### config.mk
export PLATFORM = sky130hd
export DESIGN_NAME = reg_dump_reader_flat
export DESIGN_NICKNAME = d
export VERILOG_FILES = /design/src/rtl/reg_dump_reader_if.sv /design/src/rtl/reg_dump_reader.sv /design/src/flat_wrapper.sv
export SDC_FILE = /design/constraint.sdc
export NUM_CORES = 1
export LEC_CHECK = 0
export CAP_MARGIN = 20
export CORE_ASPECT_RATIO = 0.75
export CORE_MARGIN = 2
export CORE_UTILIZATION = 40
export DETAILED_ROUTE_END_ITERATION = 12
export DONT_BUFFER_PORTS = 1
export GPL_ROUTABILITY_DRIVEN = 0
export SYNTH_ARGS = -nofsm -noshare
export SYNTH_HDL_FRONTEND = slang
export SYNTH_SLANG_ARGS = --single-unit
export TNS_END_PERCENT = 1
### constraint.sdc
create_clock -name CLK -period 5.2 [get_ports CLK]
set_clock_uncertainty 0.05 [all_clocks]
set_input_delay 0.52 -clock CLK [delete_from_list [all_inputs] [get_ports CLK]]
set_output_delay 0.52 -clock CLK [all_outputs]
set_load 0.02 [all_outputs]
### src/rtl/reg_dump_reader_if.sv
// Beat stream carrying captured register values ({addr,data}) from
// reg_dump_reader to its sink. The reader drives the master side.
interface reg_dump_reader_if #(
    parameter int RegAddrBits = 3,
    parameter int DataWidth   = 16
);
    logic                   dump_valid;
    logic                   dump_ready;
    logic [RegAddrBits-1:0] dump_addr;
    logic [DataWidth-1:0]   dump_data;
    logic                   dump_last;
    logic                   dump_sum;

    modport master (
        output dump_valid, dump_addr, dump_data, dump_last, dump_sum,
        input  dump_ready
    );

    modport slave (
        input  dump_valid, dump_addr, dump_data, dump_last, dump_sum,
        output dump_ready
    );
endinterface

### src/rtl/reg_dump_reader.sv
// reg_dump_reader: walks the processor register debug port (inr -> out_value)
// over registers 0..TotalReg-1 after a start pulse, waits ReadLatency edges per
// register, and emits each captured value as a beat on a valid/ready stream.
// Optional macro DUMP_CHECKSUM_EN appends a ninth beat carrying the XOR of
// all captured values (dump_sum=1, dump_last=1, dump_addr=0).
module reg_dump_reader #(
    parameter int RegAddrBits = 3,
    parameter int DataWidth   = 16,
    parameter int TotalReg    = 8,
    parameter int ReadLatency = 1
) (
    input  logic                   CLK,
    input  logic                   RST_N,
    input  logic                   start,
    input  logic                   abort,
    output logic [RegAddrBits-1:0] inr,
    input  logic [DataWidth-1:0]   out_value,
    reg_dump_reader_if.master      dump,
    output logic                   busy,
    output logic                   done
);
    localparam int CntW = (ReadLatency < 2) ? 1 : $clog2(ReadLatency + 1);
    localparam logic [CntW-1:0]        CntInit  = CntW'(ReadLatency);
    localparam logic [RegAddrBits-1:0] LastAddr = RegAddrBits'(TotalReg - 1);

    typedef enum logic [2:0] {
        S_IDLE,
        S_WAIT,
        S_SEND,
`ifdef DUMP_CHECKSUM_EN
        S_SUM,
`endif
        S_DONE
    } state_t;

    state_t                 state, next_state;
    logic [CntW-1:0]        cnt;
    logic                   valid_q;
    logic [RegAddrBits-1:0] addr_q;
    logic [DataWidth-1:0]   data_q;
    logic                   last_q;
    logic                   accept;
    logic                   at_last;
    logic                   cnt_hit;
    logic                   aborting;

    assign accept   = valid_q & dump.dump_ready;
    assign at_last  = (inr == LastAddr);
    assign cnt_hit  = (cnt == CntW'(1));
    assign aborting = abort && (state != S_IDLE) && (state != S_DONE);

    assign dump.dump_valid = valid_q;
    assign dump.dump_addr  = addr_q;
    assign dump.dump_data  = data_q;
    assign dump.dump_last  = last_q;
    assign done            = (state == S_DONE);

`ifdef DUMP_CHECKSUM_EN
    logic                 sum_q;
    logic [DataWidth-1:0] chk_q;
    assign dump.dump_sum = sum_q;
`else
    assign dump.dump_sum = 1'b0;
`endif

    // State register
    always_ff @(posedge CLK or negedge RST_N) begin
        if (!RST_N) state <= S_IDLE;
        else        state <= next_state;
    end

    // Next-state decode; abort wins over start and over a pending handshake
    always_comb begin
        next_state = state;
        case (state)
            S_IDLE: if (start && !abort) next_state = S_WAIT;
            S_WAIT: begin
                if (abort)        next_state = S_IDLE;
                else if (cnt_hit) next_state = S_SEND;
            end
            S_SEND: begin
                if (abort) next_state = S_IDLE;
                else if (accept) begin
                    if (!at_last) next_state = S_WAIT;
`ifdef DUMP_CHECKSUM_EN
                    else          next_state = S_SUM;
`else
                    else          next_state = S_DONE;
`endif
                end
            end
`ifdef DUMP_CHECKSUM_EN
            S_SUM: begin
                if (abort)       next_state = S_IDLE;
                else if (accept) next_state = S_DONE;
            end
`endif
            S_DONE:  next_state = S_IDLE;
            default: next_state = S_IDLE;
        endcase
    end

    // Scan address, latency counter, beat registers and busy flag
    always_ff @(posedge CLK or negedge RST_N) begin
        if (!RST_N) begin
            inr     <= '0;
            cnt     <= '0;
            busy    <= 1'b0;
            valid_q <= 1'b0;
            addr_q  <= '0;
            data_q  <= '0;
            last_q  <= 1'b0;
`ifdef DUMP_CHECKSUM_EN
            sum_q   <= 1'b0;
            chk_q   <= '0;
`endif
        end else if (aborting) begin
            valid_q <= 1'b0;
            busy    <= 1'b0;
            last_q  <= 1'b0;
`ifdef DUMP_CHECKSUM_EN
            sum_q   <= 1'b0;
`endif
        end else begin
            case (state)
                S_IDLE: begin
                    if (start && !abort) begin
                        inr  <= '0;
                        cnt  <= CntInit;
                        busy <= 1'b1;
`ifdef DUMP_CHECKSUM_EN
                        chk_q <= '0;
`endif
                    end
                end
                S_WAIT: begin
                    if (cnt_hit) begin
                        data_q  <= out_value;
                        addr_q  <= inr;
                        valid_q <= 1'b1;
`ifdef DUMP_CHECKSUM_EN
                        last_q  <= 1'b0;
                        sum_q   <= 1'b0;
                        chk_q   <= chk_q ^ out_value;
`else
                        last_q  <= at_last;
`endif
                    end else begin
                        cnt <= cnt - 1'b1;
                    end
                end
                S_SEND: begin
                    if (accept) begin
                        valid_q <= 1'b0;
                        if (!at_last) begin
                            inr <= inr + 1'b1;
                            cnt <= CntInit;
                        end
`ifdef DUMP_CHECKSUM_EN
                        else begin
                            // checksum beat is loaded on the same edge that retires the last register beat
                            valid_q <= 1'b1;
                            data_q  <= chk_q;
                            addr_q  <= '0;
                            sum_q   <= 1'b1;
                            last_q  <= 1'b1;
                        end
`endif
                    end
                end
`ifdef DUMP_CHECKSUM_EN
                S_SUM: if (accept) valid_q <= 1'b0;
`endif
                S_DONE:  busy <= 1'b0;
                default: ;
            endcase
        end
    end
endmodule

### src/flat_wrapper.sv
// flat-port wrapper written by rule: the top's interface ports become plain ports
module reg_dump_reader_flat 
#(
    parameter int RegAddrBits = 3,
    parameter int DataWidth   = 16,
    parameter int TotalReg    = 8,
    parameter int ReadLatency = 1
)
  (CLK, RST_N, start, abort, inr, out_value, busy, done, dump_dump_valid, dump_dump_addr, dump_dump_data, dump_dump_last, dump_dump_sum, dump_dump_ready);
  reg_dump_reader_if #(.RegAddrBits(RegAddrBits), .DataWidth(DataWidth)) dump_i ();
  input  logic CLK;
  input  logic RST_N;
  input  logic start;
  input  logic abort;
  output logic [RegAddrBits-1:0] inr;
  input  logic [DataWidth-1:0] out_value;
  output logic busy;
  output logic done;
  output wire logic [$bits(dump_i.dump_valid)-1:0] dump_dump_valid;
  output wire logic [$bits(dump_i.dump_addr)-1:0] dump_dump_addr;
  output wire logic [$bits(dump_i.dump_data)-1:0] dump_dump_data;
  output wire logic [$bits(dump_i.dump_last)-1:0] dump_dump_last;
  output wire logic [$bits(dump_i.dump_sum)-1:0] dump_dump_sum;
  input wire logic [$bits(dump_i.dump_ready)-1:0] dump_dump_ready;
  assign dump_dump_valid = dump_i.dump_valid;
  assign dump_dump_addr = dump_i.dump_addr;
  assign dump_dump_data = dump_i.dump_data;
  assign dump_dump_last = dump_i.dump_last;
  assign dump_dump_sum = dump_i.dump_sum;
  assign dump_i.dump_ready = dump_dump_ready;
  reg_dump_reader #(.RegAddrBits(RegAddrBits), .DataWidth(DataWidth), .TotalReg(TotalReg), .ReadLatency(ReadLatency)) u_core (.CLK(CLK), .RST_N(RST_N), .start(start), .abort(abort), .inr(inr), .out_value(out_value), .dump(dump_i), .busy(busy), .done(done));
endmodule
**Word-level counts from Yosys, hierarchy flattened**

Index checks and enable logic that the tools add are counted.

- Reductions and logical operators: 19
- Eq/ne operators: 13
- Add/subtract/negate cells: 2
- Bitwise logic cells: 2
- Multiplexer cells: 25

Operators by type and width:

| cell | number |
|---|---|
| 2-to-1 mux 3 bit | 8 |
| nonzero test 3 bit | 4 |
| 2-to-1 mux 1 bit | 11 |
| AND reduction 5 bit | 2 |
| != test 3 x 1 -> 1 bit, second input constant | 3 |
| != test 3 x 2 -> 1 bit, second input constant | 3 |
| case mux 3 bit (3 select lines) | 1 |
| AND reduction 3 bit | 3 |
| == test 3 x 2 -> 1 bit, second input constant | 2 |
| case mux 3 bit (2 select lines) | 1 |
| nonzero test 2 bit | 3 |
| != test 2 x 1 -> 1 bit, second input constant | 2 |
| case mux 1 bit (2 select lines) | 2 |
| AND reduction 2 bit | 2 |
| adder 3 x 1 -> 3 bit, second input constant | 1 |
| == test 3 x 1 -> 1 bit, second input constant | 1 |
| == test 3 bit, second input constant | 1 |
| logical AND 1 bit | 3 |
| zero test 3 bit | 1 |
| case mux 1 bit (3 select lines) | 1 |
| 2-to-1 mux 2 bit | 1 |
| != test 2 bit, second input constant | 1 |
| bitwise AND 1 bit | 1 |
| zero test 1 bit | 1 |
| other kinds (2) | 2 |

- Bits of input ports: 21
- Register bits: 29
- Word-level logic and storage cells: 69
- Output and inout bits: 27

**Depth between registers and ports, before layout**

Gate-level depths: netlist (run 1).

- Word-level depth: 5
- Gate-level depth with buffers: 7
- Mapped depth without buffers: 6

**Worst setup path after synthesis (run 1)**

No wires, ideal clock.

- Path type: register to register
- Start: reg u_core.inr[0]
- End: reg u_core.inr[0]
- Data arrival time: 1.670 ns
- Buffers on the path: 0
- Setup slack: 3.398 ns
- Required time: 5.067 ns
- Cell stages (with the launch flop): 7
- Setup time: 0.083 ns
- Clock period less this slack: 1.802 ns
- Path through: dfrtp_1 > ha_1 > ha_1 > nand3b_1 > a211oi_1 > mux2i_1 > o21ai_0

- Longest elaborated chain between the ends: 4
- Elaborated cells on any way between the ends: 7
- Classes of those cells: 1 x add/sub; 2 x eq/ne; 3 x mux; 1 x reduce/logical

Ends and longest elaborated chain:

| what | line | RTL |
|---|---|---|
| start: declaration | reg_dump_reader.sv:16 | `output logic [RegAddrBits-1:0] inr,` |
| start signal: assignment | reg_dump_reader.sv:156 | `inr <= inr + 1'b1;` |
| adder 3 x 1 -> 3 bit | reg_dump_reader.sv:156 |  |
| 2-to-1 mux 3 bit | reg_dump_reader.sv:155 | `if (!at_last) begin` |
| 2-to-1 mux 3 bit | reg_dump_reader.sv:153 | `if (accept) begin` |
| case mux 3 bit (2 select lines) | reg_dump_reader.sv:125 | `case (state)` |

Several ways; a longest one is shown, not always the timed one. The select of a mux whose other input is x is not followed.
A chain may end at the register's enable or synchronous reset.

**Worst setup path in the final report (run 1)**

Same ends and word-level chain as after synthesis.

==> results.cfg, run 1 <==
[clocking]
cts_tree = built
holdBufCountCts = 2
cts_resized = 0
cts.sinks = 28
cts.clk_slew.worst_paths_ps = 100
cts_setup_buffers = 0
cts-root-buf = clkbuf_8
clk_latency_ps = 280
numCtsBuffers = 3
clk_path_buf_depth = 2
htree_levels = 1

[floorplan]
ios = 48
coreArea_sq_mm = 0.00329
dieArea_sq_mm = 0.00393
std_cell_rows = 18
start_util_pct = 41.9
die_width_microns = 71.7
die_height_microns = 54.8

[placed_design]
dp_slack_ps = 3060
io_buffers = 0
dpl.hpwl_microns = 1940
place_inst = 144

[critical_path]
critPathLaunchType = register
max_stage_delay_ps = 530
crit_start = u_core.inr[0]
worstPathMaxFanout = 5
cp_slowest_cell = dfrtp_1
path_cells = ha_1, ha_1, nand3b_1, a211oi_1, mux2i_1, o21ai_0
crit_required_ps = 5350
reg2reg_to = u_core.inr[0]
regToRegStartpoint = u_core.inr[0]
crit_arrival_ps = 2330
crit_path_end_kind = register
r2r_setup_slack_ps = 3020
cp_top_family = compound AO/OA/AOI/OAI gates
rr_worst_depth = 6
path_buf_inv = 0
cpMostUsedCell = ha_1
criticalPathCategory = reg2reg

[pwr]
ir_worst_vdd_mv = 0.248
power_density_mw_per_mm2 = 645
p_leak_uw = 0.000680

[synth]
ys_seq_area_share_pct = 50.9
ys_types = 27
synth_ff_type = dfrtp_1
synth_edf_count = 0
yosys_warnings = 0
netlist_area_sq_mm = 0.00138
synthesis.instances = 106
synthesis.nets = 134
synth-seq-cells = 28
avgSynthCellArea_sq_um = 13.0
synth-async-reset-ratio_pct = 100

[drt]
drt-wirelength-per-cell_microns = 17.5
via_per_inst = 5.57
via_count = 835
drt-initial-drc-count = 55
totalWireLength_microns = 2620
firstDrtPassIters = 4
ant_nets = 0
drc_errors = 0

[timing]
rsz0062_at_grt = false
hold_violations = 0
period_share_pct = 42.0
final.setup.worst_slack_ps = 3020
finalSetupViolCount = 0
tns_ps = 0
fmax_ghz = 0.458
slew_violations = 0
fin_crit_ps = 2180

[run_status]
status = completed

[grt]
grt_overflow = 0
antenna_found_initial = 0
grt_max_degree = 29
grt_pass1_wl_microns = 4040
grt_use_total_pct = 13.6
grt_pass1_vias = 855

[job]
cap_violations = 0

[worst_hold_path]
whs_path_depth = 1
min_from = abort
min_path_type = in2reg
holdPathEnd = u_core.busy

[final_layout]
antenna_cells = 0
mostFrequentLayoutCell = dfrtp_1
num-nets-final = 139
final_cells = 150
layout_common_cells = dfrtp_1 (28), o21ai_0 (13), mux2_4 (10), mux2_2 (10), inv_1 (8)
syn_to_final_growth_pct = 7.82
drive_above_1_share_pct = 27.3
## worst reg2reg max path, cell delays in order (launching register included)
cell	delay [ps]
dfrtp_1	530
ha_1	270
ha_1	210
nand3b_1	260
a211oi_1	470
mux2i_1	140
o21ai_0	180
## metrics by stage
step	power [uW]	hold slack (ps)	area (sq um)	util [%]
global route	1020	283	1480	45.1
finish	958	290	1480	45.1
CTS	968	283	1480	45.1
detailed placement	824	175	1400	42.5
floorplan	772	174	1380	-
global placement	811	175	1400	42.5
## worst max path at each step
stage	cells past startpoint	endpoint	slack, ps
after floorplan	6	u_core.inr[0]	3400
after global placement	5	u_core.dump.dump_addr[1]	3150
after detailed placement	6	u_core.inr[0]	3060
after CTS	6	u_core.inr[1]	3030
after global routing	6	u_core.inr[0]	2810
final	6	u_core.inr[0]	3020
## metal layers
layer,wire length [microns],share of wire [%],up-vias,GRT usage [%]
met5,0,0,-,0
met4,0,0,0,3.77
met3,223,8.5,0,5.34
met1,1130,43,418,17.3
met2,1270,49,37,21.9
li1,-,-,380,-
## kinds of logic (layout without fill, tap and decap cells)
kind of cell / count (synthesis) / after routing / synth area share (%)
flops: 28 / 28 / 50.9
compound gates: 26 / 26 / 11.7
mux: 21 / 21 / 19.8
simple gates: 13 / 13 / 6.73
buf+inv: 10 / 14 / 4.18
fa+ha+maj: 7 / 7 / 6.36
other cells: 1 / 1 / 0.272
## flip-flops by register name (all words and copies together) (netlist names)
register,count
u_core.dump.dump_data,16
u_core.dump.dump_addr,3
u_core.inr,3
u_core.state,2
u_core.busy,1
u_core.cnt,1
u_core.dump.dump_last,1
u_core.dump.dump_valid,1
## final cells by class
cell class                 instances  area [sq um]
clock buffer                       4          55.1
fill                             312          1800
inverter                           8          30.0
multi-input combinational         68           618
sequential                        28           701
tap                               40          50.0
timing repair buffer               2          30.0
## Yosys cell counts (2+ instances only)
library cell,n,share of area (%)
a21oi_1,3,1.1
dfrtp_1,28,51
nand2_1,3,0.82
mux2_4,10,11
a22oi_1,3,1.6
mux2_2,10,8.2
inv_1,8,2.2
o21ai_0,13,4.7
nor2_1,3,0.82
ha_1,7,6.4
a22o_1,2,1.3
## power breakdown
group          internal [uW]  switching, uW  total [uW]
Combinational            187            152         339
Clock                   67.7           64.6         132
Sequential               306            180         486
Note: power is estimated with default switching activity, not from simulation.
==> run 2, diff against run 1 <==
--- a/config.mk
+++ b/config.mk
@@ -5,6 +5,7 @@
 export SDC_FILE = /design/constraint.sdc
 export NUM_CORES = 1
 export LEC_CHECK = 0
+export ABC_AREA = 1
 export CAP_MARGIN = 20
 export CORE_ASPECT_RATIO = 0.75
 export CORE_MARGIN = 2
==> constraint.sdc (replaced) <==
create_clock -name CLK -period 1.84 [get_ports CLK]
set_clock_uncertainty 0.05 [all_clocks]
set_input_delay 0.184 -clock CLK [delete_from_list [all_inputs] [get_ports CLK]]
set_output_delay 0.184 -clock CLK [all_outputs]
set_load 0.02 [all_outputs]
==> results.cfg, run 2 <==
[synth]
synth_edf_count = 0
synth_ff_type = dfrtp_1
synthesis.nets = 198
synth_top_cell_by_area = dfrtp_1
yosysMostFrequentCell = nand2_1
netlist_area_sq_mm = 0.00148
synthTopCellsByCount = nand2_1 (40), inv_1 (31), dfrtp_1 (28)
synth-async-reset-ratio_pct = 100
synthesis.instances = 170
ys_types = 20
synth-seq-cells = 28
synth.top_cells.by_area = dfrtp_1 (47%), nand2_1 (10%), inv_1 (7.9%), o21ai_2 (6.5%), ha_1 (5.9%)
yosys_warnings = 0
avgSynthCellArea_sq_um = 8.70
ys_seq_area_share_pct = 47.4
synth_top_area_share_pct = 47.4

[drt]
ant_nets = 0
drt-initial-drc-count = 81
totalWireLength_microns = 3140
via_per_inst = 4.80
firstDrtPassIters = 4
drc_errors = 0
drt-wirelength-per-cell_microns = 13.1
via_count = 1148

[critical_path]
crit_required_ps = 1970
critPathLaunchType = register
worstPathMaxFanout = 19
crit_path_end_kind = register
criticalPathCategory = reg2reg
crit_arrival_ps = 1860

[floorplan]
coreArea_sq_mm = 0.00359
die_width_microns = 74.2
dieArea_sq_mm = 0.00420
die_height_microns = 56.7
start_util_pct = 41.2
ios = 48
std_cell_rows = 19

[timing]
finalSetupViolCount = 0
slew_violations = 0
tns_ps = 0
rsz0062_at_grt = false
fmax_ghz = 0.578
fin_crit_ps = 1730
hold_violations = 0
period_share_pct = 94.1

[final_layout]
fin_util_pct = 48.3
largest_reg_flops = 16
mostFrequentLayoutCell = nand2_1
syn_to_final_growth_pct = 17.3
layout_common_cells = nand2_1 (40), inv_1 (31), dfrtp_1 (28)
drive_above_1_share_pct = 19.3
fill_cells = 350
multi_input_area_sq_um = 604
antenna_cells = 0
final-seq-area_sq_um = 701
num-nets-final = 217

[clocking]
cts.sinks = 28
clk_path_buf_depth = 2
cts-root-buf = clkbuf_8
numCtsBuffers = 3
clk_latency_ps = 270
cts_tree = built
cts.clk_slew.worst_paths_ps = 80
htree_levels = 1

[pwr]
p_switching_uw = 1380
intPower_uw = 1510
clkPwrFrac_pct = 10.9
combPwrFrac_pct = 43.9
p_seq_share_pct = 45.2
p_leak_uw = 0.000913
power_density_mw_per_mm2 = 1670
ir_worst_vdd_mv = 0.587
switching_share_pct = 47.7

[grt]
grt_pass1_vias = 1083
grt_pass1_wl_microns = 5010
grt_max_degree = 29
grt_use_total_pct = 15.8
antenna_found_initial = 0
grt_overflow = 0

[placed_design]
io_buffers = 0
dpl.hpwl_microns = 2350

[worst_hold_path]
min_path_type = in2reg

[job]
cap_violations = 0

[run_status]
status = completed
## run 2: cell count changes in the layout (fill, tap and decap cells not counted), moves of 5 or more
cell,change
mux2_2,-10
buf_4,+7
nand2_2,+10
inv_1,+23
nand2_1,+37
o21ai_2,+11
dlygate4sd3_1,+10
nand3_1,+7
mux2_4,-10
nand4_1,+5
## run 2: through the flow
| step | setup slack [ps] | cells | instance area [sq um] | hold WS, ps | power, uW |
|---|---|---|---|---|---|
| detailed placement | 28.5 | 221 | 1540 | -161 | 2500 |
| global placement | 187 | 221 | 1540 | -161 | 2430 |
| floorplan | 283 | 170 | 1480 | -162 | 2250 |
| global route | 11.2 | 239 | 1730 | 3.60 | 3120 |
| CTS | 7.30 | 235 | 1700 | 3.19 | 2860 |
| finish | 109 | 239 | 1730 | 11.0 | 2890 |
## run 2: logic make-up after synthesis
| family | Yosys count | share of synthesized area [%] |
|---|---|---|
| compound gates | 28 | 12.4 |
| fa+ha+maj | 7 | 5.92 |
| buf+inv | 38 | 11.8 |
| flops | 28 | 47.4 |
| other cells | 1 | 0.254 |
| simple gates | 68 | 22.2 |
## run 2: timing repair
item	in CTS	in global routing
hold endpoints to repair	37	1
hold buffers	11	1
setup endpoints to repair	0	13
setup buffers	0	3
gates resized for setup	0	1
## run 2: final timing paths
| path | from | endpoint | slack (ps) | cells past startpoint |
|---|---|---|---|---|
| hold reg to reg | u_core.cnt | u_core.dump.dump_last | 570 | 2 |
| setup reg to reg | u_core.state[0] | u_core.dump.dump_addr[1] | 110 | 7 |
| min in group asynchronous | RST_N | u_core.busy | 320 | 2 |
| hold / removal | out_value[14] | u_core.dump.dump_data[14] | 10 | 2 |
| max in group asynchronous | RST_N | u_core.dump.dump_data[12] | 1260 | 2 |
| setup / recovery | u_core.state[0] | u_core.dump.dump_addr[1] | 110 | 7 |
## run 2: cell type report
type | instances | area share (%)
multi-input combinational | 104 | 34.8
clock buffer | 3 | 2.38
inverter | 32 | 6.93
sequential | 28 | 40.4
tap | 52 | 3.75
timing repair buffer | 20 | 11.7
## run 2: routing by layer
layer  track usage (%)  vias to the layer above  part of all wire, %
met5                 0                        -                    0
met4              4.08                        0                  1.4
met3              7.18                        4                  8.4
met2              25.5                       47                   49
met1              19.2                      537                   41
li1                  -                      560                    -
## run 2: critical path: stages (launching register included)
cell and delay (ps):
dfrtp_1 450, inv_1 140, ha_1 270, inv_2 90, nand3_4 150, nand3_4 120
buf_12 180, o21ai_0 190
## run 2: power by group through the flow
stage,Combinational [uW],Clock [uW],Sequential (uW)
after floorplan,961,0,1290
after global placement,1120,0,1310
after detailed placement,1170,0,1320
after CTS,1210,335,1310
after global routing,1410,357,1350
final,1270,315,1310
==> run 3, diff against run 2 <==
--- a/config.mk
+++ b/config.mk
@@ -5,7 +5,6 @@
 export SDC_FILE = /design/constraint.sdc
 export NUM_CORES = 1
 export LEC_CHECK = 0
-export ABC_AREA = 1
 export CAP_MARGIN = 20
 export CORE_ASPECT_RATIO = 0.75
 export CORE_MARGIN = 2
==> results.cfg, run 3 (synthesized netlist as in run 1, its figures left out) <==
[placed_design]
dp_slack_ps = -10.2
io_buffers = 0
placed_area_sq_mm = 0.00149
dpl.hpwl_microns = 2010

[critical_path]
criticalPathCategory = reg2reg
cp_top_family = flip-flops
critPathLaunchType = register
cp_slowest_cell = dfrtp_1
crit_start = u_core.state[1]
reg2reg_to = u_core.dump.dump_data[12]
path_cells = inv_1, ha_4, nor2b_4, and2_4, nor2_8, buf_4, mux2_2
regToRegStartpoint = u_core.state[1]
path_buf_inv = 2
r2r_setup_slack_ps = 110
max_stage_delay_ps = 400
crit_path_end_kind = register
worstPathMaxFanout = 7
rr_worst_depth = 7
worst-path-stages = 7
crit_required_ps = 1950
crit_arrival_ps = 1840

[clocking]
cts.sinks = 28
cts-root-buf = clkbuf_8
clk_latency_ps = 280
cts_tree = built
cts_setup_buffers = 0
numCtsBuffers = 3
clk_path_buf_depth = 2
cts.clk_slew.worst_paths_ps = 90
htree_levels = 1

[floorplan]
std_cell_rows = 18
dieArea_sq_mm = 0.00393
coreArea_sq_mm = 0.00329
die_height_microns = 54.8
start_util_pct = 41.9
die_width_microns = 71.7
ios = 48

[pwr]
p_leak_uw = 0.000791
ir_worst_vdd_mv = 0.955
power_density_mw_per_mm2 = 1690

[worst_hold_path]
holdPathEnd = u_core.dump.dump_data[4]
min_from = out_value[4]
min_path_type = in2reg
whs_path_depth = 1

[drt]
via_per_inst = 5.22
totalWireLength_microns = 2880
drc_errors = 0
via_count = 903
firstDrtPassIters = 4
drt-initial-drc-count = 58
drt-wirelength-per-cell_microns = 16.7
ant_nets = 0

[grt]
grt_pass1_wl_microns = 4310
grt_overflow = 0
grt_max_degree = 29
grt_pass1_vias = 943
grt_use_total_pct = 14.9
antenna_found_initial = 0

[timing]
rsz0062_at_grt = false
finalSetupViolCount = 0
hold_violations = 0
fmax_ghz = 0.578
slew_violations = 0
period_share_pct = 93.9
final.setup.worst_slack_ps = 111
fin_crit_ps = 1730

[final_layout]
antenna_cells = 0
layout_common_cells = dfrtp_1 (28), dlygate4sd3_1 (14), o21ai_0 (11)
largest_reg_flops = 16
final_cell_area_sq_mm = 0.00172
syn_to_final_growth_pct = 25.3
drive_above_1_share_pct = 32.3
mostFrequentLayoutCell = dfrtp_1
num-nets-final = 162
fill_cells = 287

[run_status]
status = completed

[job]
cap_violations = 0
run 3: cell count changes in the layout (fill, tap and decap cells not counted), moves of 4 or more:
| cell | delta |
|---|---|
| inv_1 | -23 |
| nand2_2 | -10 |
| nand2_1 | -37 |
| nand3_1 | -7 |
| o21ai_0 | -4 |
| mux2_4 | +10 |
| nand4_1 | -5 |
| mux2_2 | +10 |
| o21ai_2 | -11 |
run 3: metrics by stage:
stage / util, % / power, uW / std cells / hold WS (ps) / setup TNS [ps]
after floorplan: - / 2180 / 106 / -162 / 0
after global placement: 45.2 / 2420 / 154 / -161 / 0
after detailed placement: 45.2 / 2460 / 154 / -161 / -12.7
after CTS: 50.4 / 2880 / 168 / 1.19 / 0
after global routing: 52.4 / 3110 / 173 / 2.89 / 0
final: 52.4 / 2920 / 173 / 8.86 / 0
run 3: layout make-up:
class                           count  area [sq um]  share of cell area, %
Sequential cell                    28           701                   40.6
Multi-Input combinational cell     68           641                   37.2
Timing Repair Buffer               25           248                   14.4
Clock buffer                        4          55.1                   3.19
Tap cell                           40          50.0                   2.90
Inverter                            8          30.0                   1.74
run 3: report_power, final:
part	leakage (uW)	total [uW]	internal, uW	switching (uW)
clock network	0.0000288	375	192	183
logic	0.000421	1230	685	550
registers	0.000341	1310	865	441
total	0.000791	2920	1740	1170
run 3: worst max-delay path by stage:
stage,to,slack [ps]
after floorplan,u_core.inr[0],40
after global placement,u_core.dump.dump_data[14],80
after detailed placement,u_core.inr[0],-10
after CTS,u_core.dump.dump_data[12],8
after global routing,u_core.inr[1],8
final,u_core.dump.dump_data[12],110
run 3: timing repair:
action / CTS / global route
endpoints found under the setup margin: 3 / 23
pin swaps: 0 / 1
resized for setup: 1 / 5
hold buffers: 10 / 5
hold endpoints to repair: 36 / 5
run 3: per-layer routing:
| layer | share of wire, % | routed length (microns) | track usage (%) | vias up |
|---|---|---|---|---|
| met4 | 0.49 | 14 | 5.03 | 0 |
| li1 | - | - | - | 428 |
| met3 | 6.3 | 183 | 6.08 | 2 |
| met1 | 45 | 1310 | 19.6 | 448 |
| met5 | 0 | 0 | 0 | - |
| met2 | 48 | 1380 | 22.4 | 25 |
